## config.mk

```make
export PLATFORM = sky130hd
export DESIGN_NAME = bt656cap_dma_flat
export DESIGN_NICKNAME = d
export VERILOG_FILES = /design/src/rtl/bt656cap_dma_pkg.sv /design/src/rtl/bt656cap_dma_if.sv /design/src/rtl/bt656cap_burstbuf.sv /design/src/rtl/bt656cap_dma.sv /design/src/flat_wrapper.sv
export SDC_FILE = /design/constraint.sdc
export NUM_CORES = 1
export LEC_CHECK = 0
export BUFFER_PORTS_ARGS = -buffer_cell sky130_fd_sc_hd__buf_2
export CORE_MARGIN = 2
export CORE_UTILIZATION = 30
export CTS_CLUSTER_SIZE = 16
export DETAILED_ROUTE_END_ITERATION = 8
export GPL_TIMING_DRIVEN = 0
export MAX_ROUTING_LAYER = met4
export PLACE_DENSITY = 0.43
export SYNTH_ARGS = -nofsm -noshare
export SYNTH_HDL_FRONTEND = slang
export SYNTH_HIERARCHICAL = 1
export SYNTH_SLANG_ARGS = --single-unit
export TNS_END_PERCENT = 10
```

## constraint.sdc

```tcl
create_clock -name sys_clk -period 6.6 [get_ports sys_clk]
set_input_delay 0.99 -clock sys_clk [delete_from_list [all_inputs] [get_ports sys_clk]]
set_output_delay 0.99 -clock sys_clk [all_outputs]
set_load 0.02 [all_outputs]
```

## src/rtl/bt656cap_dma_pkg.sv

```systemverilog
// Shared constants, FSM encoding and packing helper for the bt656cap frame-capture DMA.
package bt656cap_dma_pkg;

    localparam int unsigned PixPerBurst   = 16;
    localparam int unsigned WordsPerBurst = 4;
    localparam int unsigned BurstBytes    = 32;

    localparam int unsigned BurstAdrBits = $clog2(BurstBytes);
    localparam int unsigned PixIdxBits   = $clog2(PixPerBurst);
    localparam int unsigned WordIdxBits  = $clog2(WordsPerBurst);

    // Write-side FSM: request, three trailing data beats, then a check cycle for last_burst.
    typedef enum logic [2:0] {
        StIdle,
        StReq,
        StD1,
        StD2,
        StD3,
        StChk
    } wr_state_e;

    // LSB of a pixel slot inside a 64-bit word; slot 0 lands in the top halfword.
    function automatic int unsigned px_lsb(input logic [1:0] slot);
        return 32'd48 - 32'(slot) * 32'd16;
    endfunction

endpackage

```

## src/rtl/bt656cap_dma_if.sv

```systemverilog
// FML write-port bundle between the capture DMA (master) and the memory controller (slave).
interface bt656cap_dma_if #(
    parameter int unsigned fml_depth = 27
);

    logic [fml_depth-1:0] fml_adr;
    logic                 fml_stb;
    logic                 fml_we;
    logic [7:0]           fml_sel;
    logic [63:0]          fml_do;
    logic                 fml_ack;

    modport master (
        output fml_adr,
        output fml_stb,
        output fml_we,
        output fml_sel,
        output fml_do,
        input  fml_ack
    );

    modport slave (
        input  fml_adr,
        input  fml_stb,
        input  fml_we,
        input  fml_sel,
        input  fml_do,
        output fml_ack
    );

endinterface

```

## src/rtl/bt656cap_burstbuf.sv

```systemverilog
// Two 4x64b ping-pong burst buffers: RGB565 packer on the write side, word reader on the read side.
// Buffers fill and drain in the same alternating order, so the read pointer always names
// the oldest full buffer.
module bt656cap_burstbuf
    import bt656cap_dma_pkg::*;
(
    input  logic                   clk_i,
    input  logic                   rst_ni,
    input  logic                   flush_i,
    input  logic                   wr_en_i,
    input  logic [15:0]            wr_data_i,
    input  logic                   free_i,
    input  logic [WordIdxBits-1:0] rd_word_i,
    output logic                   wr_full_o,
    output logic                   rd_ready_o,
    output logic [63:0]            rd_data_o
);

    logic [1:0]            full_q, full_d;
    logic                  wr_buf_q, wr_buf_d;
    logic                  rd_buf_q, rd_buf_d;
    logic [PixIdxBits-1:0] wr_idx_q, wr_idx_d;
    logic [63:0]           mem_q [2][WordsPerBurst];

    // Status and read data; a buffer being freed this cycle already counts as empty.
    always_comb begin
        wr_full_o  = full_q[wr_buf_q] & ~(free_i & (rd_buf_q == wr_buf_q));
        rd_ready_o = full_q[rd_buf_q];
        rd_data_o  = mem_q[rd_buf_q][rd_word_i];
    end

    // Flag and pointer next-state; flush wins over everything.
    always_comb begin
        full_d   = full_q;
        wr_buf_d = wr_buf_q;
        rd_buf_d = rd_buf_q;
        wr_idx_d = wr_idx_q;
        if (free_i) begin
            full_d[rd_buf_q] = 1'b0;
            rd_buf_d         = ~rd_buf_q;
        end
        if (wr_en_i) begin
            wr_idx_d = wr_idx_q + 1'b1;
            if (wr_idx_q == PixIdxBits'(PixPerBurst - 1)) begin
                full_d[wr_buf_q] = 1'b1;
                wr_buf_d         = ~wr_buf_q;
            end
        end
        if (flush_i) begin
            full_d   = '0;
            wr_buf_d = 1'b0;
            rd_buf_d = 1'b0;
            wr_idx_d = '0;
        end
    end

    // Control state with synchronous active-low reset.
    always_ff @(posedge clk_i) begin
        if (!rst_ni) begin
            full_q   <= '0;
            wr_buf_q <= 1'b0;
            rd_buf_q <= 1'b0;
            wr_idx_q <= '0;
        end else begin
            full_q   <= full_d;
            wr_buf_q <= wr_buf_d;
            rd_buf_q <= rd_buf_d;
            wr_idx_q <= wr_idx_d;
        end
    end

    // Pixel storage, big-endian within each word; data needs no reset since flags gate it.
    always_ff @(posedge clk_i) begin
        if (wr_en_i) begin
            mem_q[wr_buf_q][wr_idx_q[3:2]][px_lsb(wr_idx_q[1:0]) +: 16] <= wr_data_i;
        end
    end

endmodule

```

## src/rtl/bt656cap_dma.sv

```systemverilog
// Frame-capture DMA: starts on a filtered SOF, packs pixels into 32-byte bursts and writes
// them to SDRAM over FML, handshaking burst progress with the control interface.
module bt656cap_dma
    import bt656cap_dma_pkg::*;
#(
    parameter int unsigned fml_depth = 27
) (
    input  logic                  sys_clk,
    input  logic                  sys_rst_n,
    input  logic                  v_stb,
    input  logic                  v_sof,
    input  logic                  v_field,
    input  logic [15:0]           v_rgb565,
    input  logic [1:0]            field_filter,
    input  logic [fml_depth-6:0]  fml_adr_base,
    input  logic                  last_burst,
    output logic                  in_frame,
    output logic                  start_of_frame,
    output logic                  next_burst,
    output logic                  overflow,
    bt656cap_dma_if.master        fml
);

    localparam int unsigned PtrW = fml_depth - BurstAdrBits;

    wr_state_e             state_q, state_d;
    logic                  in_frame_q, in_frame_d;
    logic                  abort_q, abort_d;
    logic                  sof_q, sof_d;
    logic                  nb_q, nb_d;
    logic                  ovf_q, ovf_d;
    logic                  stb_q, stb_d;
    logic [PtrW-1:0]       ptr_q, ptr_d;

    logic                  start, px_ok, wr_en, wr_full, rd_ready, free, flush;
    logic [WordIdxBits-1:0] rd_word;
    logic [63:0]           rd_data;

    // Pixel acceptance: SOF pixel opens a capture, plain pixels only while capturing.
    always_comb begin
        start = v_stb & v_sof & ~in_frame_q & field_filter[v_field];
        px_ok = v_stb & ~v_sof & in_frame_q & ~abort_q;
        wr_en = start | (px_ok & ~wr_full);
    end

    // Word index presented on fml_do for each FSM state.
    always_comb begin
        case (state_q)
            StD1:    rd_word = 2'd1;
            StD2:    rd_word = 2'd2;
            StD3:    rd_word = 2'd3;
            default: rd_word = 2'd0;
        endcase
    end

    // Write FSM, burst pointer and frame/abort tracking next-state.
    always_comb begin
        state_d    = state_q;
        in_frame_d = in_frame_q | start;
        abort_d    = abort_q | (v_stb & v_sof & in_frame_q);
        ptr_d      = start ? fml_adr_base : ptr_q;
        free       = 1'b0;
        flush      = 1'b0;
        case (state_q)
            StIdle: begin
                if (abort_q) begin
                    flush      = 1'b1;
                    in_frame_d = 1'b0;
                    abort_d    = 1'b0;
                end else if (in_frame_q && rd_ready) begin
                    state_d = StReq;
                end
            end
            StReq: if (fml.fml_ack) state_d = StD1;
            StD1:  state_d = StD2;
            StD2:  state_d = StD3;
            StD3: begin
                free    = 1'b1;
                ptr_d   = ptr_q + PtrW'(1);
                state_d = StChk;
            end
            StChk: begin
                if (last_burst || abort_q) begin
                    flush      = 1'b1;
                    in_frame_d = 1'b0;
                    abort_d    = 1'b0;
                    state_d    = StIdle;
                end else if (rd_ready) begin
                    state_d = StReq;
                end else begin
                    state_d = StIdle;
                end
            end
            default: state_d = StIdle;
        endcase
        sof_d = start;
        nb_d  = (state_d == StD3);
        ovf_d = px_ok & wr_full;
        stb_d = (state_d == StReq);
    end

    // All control state and registered outputs; reset drops fml_stb immediately.
    always_ff @(posedge sys_clk) begin
        if (!sys_rst_n) begin
            state_q    <= StIdle;
            in_frame_q <= 1'b0;
            abort_q    <= 1'b0;
            sof_q      <= 1'b0;
            nb_q       <= 1'b0;
            ovf_q      <= 1'b0;
            stb_q      <= 1'b0;
            ptr_q      <= '0;
        end else begin
            state_q    <= state_d;
            in_frame_q <= in_frame_d;
            abort_q    <= abort_d;
            sof_q      <= sof_d;
            nb_q       <= nb_d;
            ovf_q      <= ovf_d;
            stb_q      <= stb_d;
            ptr_q      <= ptr_d;
        end
    end

    bt656cap_burstbuf u_burstbuf (
        .clk_i      (sys_clk),
        .rst_ni     (sys_rst_n),
        .flush_i    (flush),
        .wr_en_i    (wr_en),
        .wr_data_i  (v_rgb565),
        .free_i     (free),
        .rd_word_i  (rd_word),
        .wr_full_o  (wr_full),
        .rd_ready_o (rd_ready),
        .rd_data_o  (rd_data)
    );

    assign in_frame       = in_frame_q;
    assign start_of_frame = sof_q;
    assign next_burst     = nb_q;
    assign overflow       = ovf_q;

    assign fml.fml_adr = {ptr_q, {BurstAdrBits{1'b0}}};
    assign fml.fml_stb = stb_q;
    assign fml.fml_we  = 1'b1;
    assign fml.fml_sel = 8'hff;
    assign fml.fml_do  = rd_data;

endmodule

```

## src/flat_wrapper.sv

```systemverilog
// flat-port wrapper written by rule: the top's interface ports become plain ports
module bt656cap_dma_flat import bt656cap_dma_pkg::*;
#(
    parameter int unsigned fml_depth = 27
)
  (sys_clk, sys_rst_n, v_stb, v_sof, v_field, v_rgb565, field_filter, fml_adr_base, last_burst, in_frame, start_of_frame, next_burst, overflow, fml_fml_adr, fml_fml_stb, fml_fml_we, fml_fml_sel, fml_fml_do, fml_fml_ack);
  bt656cap_dma_if #(.fml_depth(fml_depth)) fml_i ();
  input  logic sys_clk;
  input  logic sys_rst_n;
  input  logic v_stb;
  input  logic v_sof;
  input  logic v_field;
  input  logic [15:0] v_rgb565;
  input  logic [1:0] field_filter;
  input  logic [fml_depth-6:0] fml_adr_base;
  input  logic last_burst;
  output logic in_frame;
  output logic start_of_frame;
  output logic next_burst;
  output logic overflow;
  output wire logic [$bits(fml_i.fml_adr)-1:0] fml_fml_adr;
  output wire logic [$bits(fml_i.fml_stb)-1:0] fml_fml_stb;
  output wire logic [$bits(fml_i.fml_we)-1:0] fml_fml_we;
  output wire logic [$bits(fml_i.fml_sel)-1:0] fml_fml_sel;
  output wire logic [$bits(fml_i.fml_do)-1:0] fml_fml_do;
  input wire logic [$bits(fml_i.fml_ack)-1:0] fml_fml_ack;
  assign fml_fml_adr = fml_i.fml_adr;
  assign fml_fml_stb = fml_i.fml_stb;
  assign fml_fml_we = fml_i.fml_we;
  assign fml_fml_sel = fml_i.fml_sel;
  assign fml_fml_do = fml_i.fml_do;
  assign fml_i.fml_ack = fml_fml_ack;
  bt656cap_dma #(.fml_depth(fml_depth)) u_core (.sys_clk(sys_clk), .sys_rst_n(sys_rst_n), .v_stb(v_stb), .v_sof(v_sof), .v_field(v_field), .v_rgb565(v_rgb565), .field_filter(field_filter), .fml_adr_base(fml_adr_base), .last_burst(last_burst), .in_frame(in_frame), .start_of_frame(start_of_frame), .next_burst(next_burst), .overflow(overflow), .fml(fml_i));
endmodule
```

==> metrics.cfg <==
[synth]
synth_edf_count=512
synth_cell_types=60
seq_area_frac_synth_pct=72.69
synth_top_area_share_pct=69.10
ys_ff_latch=552
avgSynthCellArea_um2=19.25
synth_ff_type=edfxtp_1
synth_warnings=6
synthTopCellsByArea=edfxtp_1 69%, mux4_2 13%, dfxtp_1 3.6%
synthCells=1156
yosys.area.top_type=edfxtp_1
async_flop_share_pct=0
syn_area_um2=22250

[timing]
period_minus_slack_ns=5.253
min_period_over_period_pct=79.58
finalSetupViolCount=0
rsz0062_at_grt=false
hold_viol_final=0
clock_skew_ns=0.01348
tightestPinTransition_ns=1.066
relSlewSlack_pct=28.93
max_freq_mhz=190.4
drv_slew=0
holdWs_ns=0.5100

[clocking]
clock-sinks=552
clkTransAtPathRegs_ns=0.06
holdBufCountCts=0
cts_buffers=60
cts_root_buf=clkbuf_16
max-clock-path-buffers=3
cts_tree=built
htree_levels=2
post_cts_buffers=0
insertion_delay_ns=0.63
cts_resized=0

[global_routing]
globalRouteOverflowTotal=0
antenna_found_initial=11
grt_pass1_vias=12430
grt_pass1_wl_um=86220
grt_max_degree=17
grt_util_all_layers_pct=15.89

[setup_path]
r2r_setup_slack_ns=1.35
cp_slowest_stage_delay_ns=0.92
r2r_cells=12
critPathBufInv=7
crit_family=buffers and inverters
r2r-end=u_core/u_burstbuf/mem_q[1][148]
crit_arrival_ns=5.58
crit_slowest_cell=o41ai_1
reg2reg_from=u_core/state_q[1]
timing.critical_path.from=u_core/state_q[1]
path_cells=buf_6, or3b_1, buf_2, inv_1, clkbuf_1, buf_2, a21oi_1, o41ai_1, clkbuf_1, nand2_1, nor3_2, buf_6
crit_required_ns=6.93
worstSetupEndpoint=u_core/u_burstbuf/mem_q[1][148]
cp_num_cells=12
critPathKind=flip-flop to flip-flop
critical_path.max_fanout=13
cp-start-kind=flip-flop
end_kind=flip-flop

[power_and_ir_drop]
power.density_nw_per_um2=269.1
p_leak_nw=8.685
vdd_drop_max_mv=0.2041

[drt]
totalWireLength_um=58870
drcViolationCount=0
wl_per_cell_um=24.38
route.antenna.remaining_nets=0
vias=11830
dr.first_iter.drc_count=787
viasPerCell=4.899
drtPass1Iterations=5

[die]
start_util_pct=30.40
dieArea_um2=76370
std_cell_rows=99
core_area_um2=73210
die_h_um=276.3
ios=152
die_w_um=276.3

[job]
cap_violations=0

[run_status]
outcome=complete, no violations

[cells_and_area]
layout.cells.non_filler=2414
layout-area-overhead-vs-synth_pct=20.18
finalNetCount=1459
design_area_um2=26740
fillers=6805
drive_above_1_share_pct=35.93

[place]
post_dp_cell_area_um2=24900
portBuffers=137
place_congestion=0.8280
dp_cells=2303
hpwlAfterDp_um=38900

[worst_hold_path]
hold_class=flip-flop to flip-flop

[through the flow]
step	power, W	setup slack, ns	util, %	setup TNS (ns)
global placement	0.004110	-0.2183	33.03	-10.78
detailed placement	0.004115	1.407	34.01	0
floorplan	0.004014	2.548	-	0
CTS	0.007300	1.390	36.52	0
finish	0.007196	1.347	36.53	0
global route	0.007451	1.087	36.52	0
[where the power goes]
| group | switching [W] | total [W] | leakage [nW] | internal (W) |
|---|---|---|---|---|
| combinational | 0.000142 | 0.000199 | 2.70 | 0.0000567 |
| clock | 0.00137 | 0.00316 | 0.893 | 0.00178 |
| sequential | 0.0000117 | 0.00384 | 5.10 | 0.00383 |
[cell usage in the layout, fill, tap and decap left out, types with 9 or more instances in the layout]
master       n
dfxtp_1     40
nor2_1      22
edfxtp_1   512
a21oi_1     21
buf_8       15
clkbuf_1    43
mux4_2     128
nand4_1     15
nand3_1     11
buf_1       10
buf_6       27
buf_2      143
clkbuf_16   61
conb_1      14
nor3_1      10
buf_4       18
nand2_1     30
mux2_2      66
a31oi_1      9
clkinv_1    15
nor2_2      22
o21ai_0      9
and2_1      63
[worst reg2reg max path, stage by stage (launching register included)]
cell	delay, ns
dfxtp_1	0.30
buf_6	0.13
or3b_1	0.35
buf_2	0.18
inv_1	0.13
clkbuf_1	0.39
buf_2	0.38
a21oi_1	0.17
o41ai_1	0.92
clkbuf_1	0.48
nand2_1	0.39
nor3_2	0.86
buf_6	0.27
[logic make-up (layout without fill, tap and decap cells)]
group,after synthesis,in the layout,share of synthesized area [%]
other,2,16,0.03375
xor gates and xnor gates,8,8,0.3149
DFF,552,552,72.69
buffers and inverters,84,369,2.165
muxes,201,201,16.61
AOI/OAI and AO/OA,71,71,2.103
and+or+nand+nor,232,232,5.741
adders and majority gates,6,6,0.3374
[cell usage after synthesis, types with 2 or more instances]
| master | instances |
|---|---|
| o21a_1 | 2 |
| buf_6 | 13 |
| or4_1 | 2 |
| and2_1 | 63 |
| inv_1 | 8 |
| and4_1 | 2 |
| dfxtp_1 | 40 |
| and3_1 | 6 |
| mux2_2 | 66 |
| xor2_1 | 2 |
| o211ai_1 | 5 |
| buf_4 | 16 |
| or3_1 | 6 |
| or4b_1 | 2 |
| nand4_1 | 15 |
| clkbuf_1 | 29 |
| mux4_2 | 128 |
| nand2b_1 | 6 |
| nor3_1 | 18 |
| nor2_1 | 44 |
| nor4b_1 | 2 |
| xnor2_1 | 6 |
| a21oi_1 | 21 |
| buf_1 | 10 |
| edfxtp_1 | 512 |
| nand2_1 | 30 |
| ha_1 | 6 |
| o311ai_0 | 2 |
| or3b_2 | 2 |
| nor3b_1 | 3 |
| a211oi_1 | 5 |
| o21ai_0 | 9 |
| conb_1 | 2 |
| buf_2 | 6 |
| nand3_1 | 11 |
| mux2i_1 | 7 |
| a2bb2oi_1 | 4 |
| a31oi_1 | 9 |
| a22oi_1 | 2 |
| nor4_1 | 7 |
| nand3b_1 | 8 |
[area by class of cell]
class | instances | area [um^2] | area share, %
diodes | 2 | 5.005 | 0.01872
plain buffers | 75 | 447.9 | 1.675
clock buffers | 80 | 1648 | 6.162
clock inverters | 29 | 188.9 | 0.7065
inverters | 9 | 33.78 | 0.1263
multi-input cells | 532 | 5739 | 21.46
flip-flops and latches | 552 | 16180 | 60.49
well taps | 959 | 1200 | 4.487
repair buffers | 176 | 1304 | 4.875
[flip-flops by register name, summed over array words and instances (netlist names), named ones only]
signal and cells:
u_core/u_burstbuf/full_q 2, u_core/abort_q 1, u_core/u_burstbuf/rd_buf_q 1, u_core/start_of_frame 1, u_core/fml.fml_stb 1, u_core/in_frame 1, u_core/ptr_q 22, u_core/overflow 1
u_core/u_burstbuf/wr_idx_q 4, u_core/state_q 3, u_core/next_burst 1, u_core/u_burstbuf/mem_q 512, u_core/u_burstbuf/wr_buf_q 1
[how the worst min path moves through the flow]
stage	startpoint	end	slack (ns)	cells after the start
global route	u_core/u_burstbuf/full_q[0]	u_core/u_burstbuf/full_q[0]	0.56	2
floorplan	u_core/u_burstbuf/full_q[0]	u_core/u_burstbuf/full_q[0]	0.46	2
CTS	u_core/u_burstbuf/full_q[0]	u_core/u_burstbuf/full_q[0]	0.51	2
global placement	u_core/u_burstbuf/full_q[0]	u_core/u_burstbuf/full_q[0]	0.49	2
finish	u_core/u_burstbuf/full_q[0]	u_core/u_burstbuf/full_q[0]	0.51	2
detailed placement	u_core/u_burstbuf/full_q[0]	u_core/u_burstbuf/full_q[0]	0.50	2
[layer usage]
layer | global-route usage, % | wire length, um | vias to the layer above | share of wire [%]
met5 | - | 0 | - | 0
met4 | 4.288 | 1245 | 0 | 2.1
met3 | 2.746 | 2829 | 86 | 4.8
met2 | 24.79 | 27720 | 278 | 47
met1 | 21.47 | 27070 | 6282 | 46
li1 | - | - | 5180 | -
Note: power is estimated with default switching activity, not from simulation.
